File: src/rtl/fft_ctrl.sv
// Radix-2 in-place FFT sequencer: walks LOG2N stages of N/2 butterflies each,
// issuing read/launch/write strobes, buffer addresses and twiddle indices.
module fft_ctrl #(
  parameter int LOG2N = 9
) (
  input  logic             clk,
  input  logic             rst,
  input  logic             start,
  input  logic             bfly_done,
  output logic             fft_start,
  output logic             sram_read_ena,
  output logic             sram_write_ena,
  output logic [9:0]       address,
  output logic             bfly_start,
  output logic [LOG2N-2:0] twiddle_idx,
  output logic [3:0]       stage,
  output logic             busy,
  output logic             done
);

  localparam int KW = LOG2N - 1;
  localparam int AW = 10;

  typedef enum logic [2:0] {
    IDLE, LOAD, RD_A, RD_B, BFLY, WR_A, WR_B, DONE
  } state_t;

  state_t        state, state_nxt;
  logic [3:0]    s, s_nxt;
  logic [KW-1:0] k, k_nxt;
  logic          in_bfly;

  logic [AW-1:0] k_w, span, pos, addr_a, addr_b;
  logic [KW-1:0] tw;

  always_ff @(posedge clk) begin
    if (rst) begin
      state   <= IDLE;
      s       <= '0;
      k       <= '0;
      in_bfly <= 1'b0;
    end else begin
      state   <= state_nxt;
      s       <= s_nxt;
      k       <= k_nxt;
      in_bfly <= (state == BFLY);
    end
  end

  always_comb begin
    state_nxt = state;
    s_nxt     = s;
    k_nxt     = k;
    case (state)
      IDLE: if (start) state_nxt = LOAD;
      LOAD: begin
        s_nxt     = '0;
        k_nxt     = '0;
        state_nxt = RD_A;
      end
      RD_A: state_nxt = RD_B;
      RD_B: state_nxt = BFLY;
      BFLY: if (bfly_done) state_nxt = WR_A;
      WR_A: state_nxt = WR_B;
      WR_B: begin
        if (k != '1) begin
          k_nxt     = k + 1'b1;
          state_nxt = RD_A;
        end else if (s != 4'(LOG2N - 1)) begin
          k_nxt     = '0;
          s_nxt     = s + 4'd1;
          state_nxt = RD_A;
        end else begin
          state_nxt = DONE;
        end
      end
      DONE: begin
        s_nxt     = '0;
        k_nxt     = '0;
        state_nxt = IDLE;
      end
      default: state_nxt = IDLE;
    endcase
  end

  // grp*2*span + pos collapses to 2*k - pos because k = grp*span + pos.
  always_comb begin
    k_w    = AW'(k);
    span   = AW'(1) << s;
    pos    = k_w & (span - AW'(1));
    addr_a = (k_w << 1) - pos;
    addr_b = addr_a + span;
    tw     = pos[KW-1:0] << (4'(KW) - s);
  end

  always_comb begin
    fft_start      = 1'b0;
    sram_read_ena  = 1'b0;
    sram_write_ena = 1'b0;
    address        = '0;
    bfly_start     = 1'b0;
    twiddle_idx    = '0;
    stage          = '0;
    busy           = 1'b0;
    done           = 1'b0;
    case (state)
      LOAD: begin
        fft_start = 1'b1;
        busy      = 1'b1;
        stage     = s;
      end
      RD_A, RD_B: begin
        sram_read_ena = 1'b1;
        address       = (state == RD_A) ? addr_a : addr_b;
        twiddle_idx   = tw;
        busy          = 1'b1;
        stage         = s;
      end
      BFLY: begin
        // Launch only on entry; a stalled butterfly must not be relaunched.
        bfly_start  = !in_bfly;
        twiddle_idx = tw;
        busy        = 1'b1;
        stage       = s;
      end
      WR_A, WR_B: begin
        sram_write_ena = 1'b1;
        address        = (state == WR_A) ? addr_a : addr_b;
        twiddle_idx    = tw;
        busy           = 1'b1;
        stage          = s;
      end
      DONE: done = 1'b1;
      default: ;
    endcase
  end

endmodule

File: config.mk
export PLATFORM = sky130hd
export DESIGN_NAME = fft_ctrl
export DESIGN_NICKNAME = d
export VERILOG_FILES = /design/src/rtl/fft_ctrl.sv
export SDC_FILE = /design/constraint.sdc
export NUM_CORES = 1
export LEC_CHECK = 0
export CAP_MARGIN = 10
export CORE_MARGIN = 5
export CORE_UTILIZATION = 62
export CTS_CLUSTER_SIZE = 16
export DETAILED_ROUTE_END_ITERATION = 10
export PLACE_DENSITY_LB_ADDON = 0.3
export SLEW_MARGIN = 20
export SYNTH_ARGS = -nofsm -noshare
export SYNTH_HDL_FRONTEND = slang
export SYNTH_SLANG_ARGS = --single-unit
File: constraint.sdc
create_clock -name clk -period 11.4 [get_ports clk]
set_input_delay 3.42 -clock clk [delete_from_list [all_inputs] [get_ports clk]]
set_output_delay 3.42 -clock clk [all_outputs]
set_load 0.03 [all_outputs]
; Yosys cells after proc, flatten, opt, wreduce, memory -nomap -nowiden
; Index checks and enable logic that the tools add are counted.
[word_totals]
input_bits = 4
regBits = 16
out_inout_bits = 28
wordCells = 60
[classes]
add_sub_neg = 6
n_reduce_logical = 11
mux = 22
n_eq_ne = 14
n_bitwise = 1
n_shift = 2
[ops]
columns = operator, n
row1 = $mux W8, 3
row2 = $pmux W3 S8, 1
row3 = $mux W10, 2
row4 = $pmux W10 S2, 1
row5 = $pmux W8 S2, 1
row6 = $eq A3 B3 Y1 const B, 4
row7 = $mux W3, 4
row8 = $mux W4, 3
row9 = $add A10 B10 Y10, 1
row10 = $and A8 B10 Y10, 1
row11 = $shl A1 B4 Y10 const A, 1
row12 = $sub A10 B1 Y10 const B, 1
row13 = $sub A9 B10 Y10, 1
row14 = $add A8 B1 Y8 const B, 1
row15 = $ne A2 B2 Y1 const B, 4
row16 = $ne A8 B8 Y1 const B, 1
row17 = $pmux W4 S2, 1
row18 = $shl A8 B4 Y8, 1
row19 = $eq A3 B2 Y1 const B, 2
row20 = $mux W1, 6
row21 = $reduce_or A2 Y1, 3
row22 = $reduce_or A6 Y1, 1
row23 = $reduce_or A5 Y1, 1
row24 = $add A4 B1 Y4 const B, 1
row25 = other kinds (9), 10

; Depth between registers and ports, before layout
[logic_depth]
ltp_word = 7
mapped_depth = 22
ltp_nobuf = 22

; Least setup slack after synthesis
; No wires, ideal clock.
[synth_path]
path_type = register to output
from = register s[0]
to = output port address[9]
setup_slack_ps = 2810
t_arrival_ps = 5170
stages_incl_launch_ff = 22
cell_sequence = dfxtp_1 > clkinv_1 > ha_1 > ha_1 > and2b_2 > inv_2 > ha_1 > nand3b_1 > or4_1 > a21oi_1 > inv_1 > ha_1 > nand2_1 > o31ai_1 > o21ai_1 > xnor2_1 > ha_1 > or3_4 > or4_1 > and3_1 > or3_1 > nand3_1
[synth_via]
elab_chain_cells = 7
elab_cells_between_ends = 8
cone_classes = add/sub: 3 / shift: 1 / mux: 3 / bitwise: 1
[synth_lines]
columns = element, line_no
row1 = start: declaration, 29  ; logic [3:0] s, s_nxt;
row2 = start signal: assignment, 44  ; s <= s_nxt;
row3 = $shl A1 B4 Y10 *, 89  ; span = AW'(1) << s;
row4 = $sub A10 B1 Y10, 90  ; pos = k_w & (span - AW'(1));
row5 = $and A8 B10 Y10, 90
row6 = $sub A9 B10 Y10, 91  ; addr_a = (k_w << 1) - pos;
row7 = $add A10 B10 Y10, 92  ; addr_b = addr_a + span;
row8 = $mux W10 (on tied branches), "128, 114"
row9 = $pmux W10 S2 *, 106  ; case (state)
row10 = end: declaration, 13  ; output logic [9:0] address,
; Every way passes the cells marked *; elsewhere a longest branch is shown, timed or not.

; Final worst setup path
; Same ends and word-level chain as after synthesis.

==> results.toml <==
[run_status]
outcome = "finished clean"

[synthesis]
synth-seq-area-share_pct = 12.56
synth_xor_area_share_pct = 5.496
synth-main-ff-cell = "dfxtp_1"
synth_edf_count = 0
async_flop_share_pct = 0
yosysTopAreaCell = "ha_1"
yosys.area.top_type_share_pct = 12.76
mappedNetlistNets = 379
synth_top_family_by_area = "simple AND/OR/NAND/NOR gates"
synth_mux_area_share_pct = 4.907
yosysUniqueCellTypes = 69
synth-compound-area-share_pct = 26.20
yosys_warnings = 0
ys_ff_latch = 16
synth.cell_area_sq_um = 2550
synth-simple-area-share_pct = 30.08
yosys-top-cells-area = "ha_1, dfxtp_1, nor3_1, nor2_1, a21oi_1"
synthAdderAreaFrac_pct = 14.33
synth.avg_cell_area_sq_um = 7.349
synth_cells = 347

[route]
drt-pass1-iter-count = 5
met2_length_mm = 3.371
drc_errors = 0
drt-total-wl_mm = 7.175
avgViaCountPerCell = 6.630
wire_per_inst_um = 17.12
drtAntennaViolNets = 0
wl_met1_mm = 2.979
route.met3.wl_um = 595
highest_layer = "met4"
num_vias = 2778
first_iter_violations = 381

[sta]
hold_viol_final = 0
drv_slew = 0
fmax_ghz = 0.09763
hold_slack_ns = 0.5359
fin_skew_ns = 0.004158
worst_slew_pin_slew_ns = 0.7790
rsz0062_at_grt = "false"
period_share_pct = 89.85
setup_violations = 0
fin_crit_ns = 10.24
slew_headroom_pct = 47.87
setup_tns_ns = 0

[final_layout]
multi_input_area_sq_um = 2069
layout_common_cells = "nor2_1, clkdlybuf4s50_1, nor3_1"
regArea_sq_um = 320.3
area.growth.synth_to_final_pct = 14.33
nets = 402
utilization_pct = 72.88
final_common_cell = "nor2_1"
final_layout_size_suffix_gt1_share_pct = 7.046
fill_cells = 323
n_antenna_cell = 0
stdcell_area_sq_um = 2915

[placement]
dpl-instance-area_sq_um = 2860
dp_hpwl_mm = 5.556
place_congestion = 0.9216
portBuffers = 31

[power]
ir_worst_vdd_mv = 0.08946
p_leak_nw = 1.183
power_density_nw_per_um2 = 55.35

[global_routing]
antenna_found_initial = 0
grt_max_degree = 21
overflow = 0
grtUsageTotal_pct = 27.44
grt_pass1_vias = 2594
grt_pass1_wl_mm = 12.01

[floorplan]
start_util_pct = 63.75
io_pins = 32
rows = 23
fp.dieH_um = 74.13
coreArea_sq_um = 4000
chipWidth_um = 74.13
dieArea_sq_um = 5495

[flow_run]
maxCapViolCount = 0

[cts]
root_buffer = "clkbuf_8"
cts.sinks = 16
path_clk_slew_ns = 0.06
cts_hold_buf = 0
cts_inserted_buffers = 3
post-cts-setup-buffers = 0
post_cts_resized = 0
cts_max_path_buffers = 2
clock_latency_ns = 0.26
htree_levels = 1
cts_tree = "built"

[hold_path]
hp-class = "flip-flop to flip-flop"

[critical_path]
startpoint_type = "flip-flop"
cp.required_ns = 7.98
critPathCaptureType = "output pin"
crit_type = "flip-flop to output pin"
cp_data_arrival_time_ns = 6.82
path_max_fanout = 16
layout make-up:
cell class              count  share of cell area (%)
well taps                  50                   2.146
inverters                  26                   3.348
multi-input cells         292                   70.99
flip-flops and latches     16                   10.99
repair buffers             31                   10.64
clock buffers               4                   1.888
where the power goes:
part	internal, mW	switching, mW	total, mW
Combinational	0.0179	0.0300	0.0479
Sequential	0.0572	0.00527	0.0625
Clock	0.0307	0.0202	0.0510
Total	0.106	0.0556	0.161
logic make-up after synthesis:
family / Yosys count
AND/OR/NAND/NOR: 142
AO/OA/AOI/OAI: 93
buffers and inverters: 39
adder cells (fa/ha/maj): 28
XOR/XNOR: 16
flip-flops: 16
multiplexers: 12
other: 1
critical path: stages, from the launching register on:
cell	delay, ns
dfxtp_1	0.64
clkinv_1	0.44
ha_1	0.38
ha_1	0.24
and2b_2	0.25
inv_2	0.14
ha_1	0.20
nand3b_1	0.14
or4_1	0.54
a21oi_1	0.26
inv_1	0.07
ha_1	0.35
nand2_1	0.08
o31ai_1	0.20
o21ai_1	0.13
xnor2_1	0.16
ha_1	0.22
or3_4	0.35
or4_1	0.46
and3_1	0.19
or3_1	0.35
nand3_1	0.08
clkdlybuf4s50_1	0.67
path summary, 6_finish.rpt:
path / to / slack, ns / startpoint / cells after the start
max: address[9] / 1.16 / s[0] / 22
min: k[1] / 0.54 / k[1] / 2
max reg2reg: k[6] / 8.75 / s[0] / 8
min reg2reg: k[1] / 0.54 / k[1] / 2
state kept, by name, indices dropped and copies added (netlist names):
| name | flops |
|---|---|
| in_bfly | 1 |
| k | 8 |
| s | 4 |
| state | 3 |
Yosys cell counts, types with 4 or more instances:
| library cell | count |
|---|---|
| a21oi_1 | 24 |
| o22ai_1 | 5 |
| o21ai_0 | 17 |
| dfxtp_1 | 16 |
| nand3_1 | 8 |
| or3_1 | 4 |
| nand3b_1 | 4 |
| ha_1 | 26 |
| and3_1 | 6 |
| nor2_1 | 34 |
| nand2b_1 | 13 |
| nor2b_1 | 4 |
| nand2_1 | 19 |
| xnor2_1 | 10 |
| clkbuf_1 | 8 |
| inv_1 | 21 |
| xor2_1 | 6 |
| nor3_1 | 27 |
| a22o_1 | 4 |
| mux2i_1 | 8 |
metrics by stage:
step	instances	power, mW	setup slack, ns
after floorplan	347	0.09788	2.810
after CTS	419	0.1614	1.274
after global routing	419	0.1705	0.7457
final	419	0.1614	1.157
after global placement	415	0.1096	1.770
after detailed placement	415	0.1106	1.561
per-layer routing:
layer  global-route usage, %  vias up
met4                   11.87        0
li1                        -     1309
met1                   36.28     1286
met3                   2.838       26
met2                   45.18      157
met5                       0        -
No activity file was read; power rests on OpenSTA's default activity.
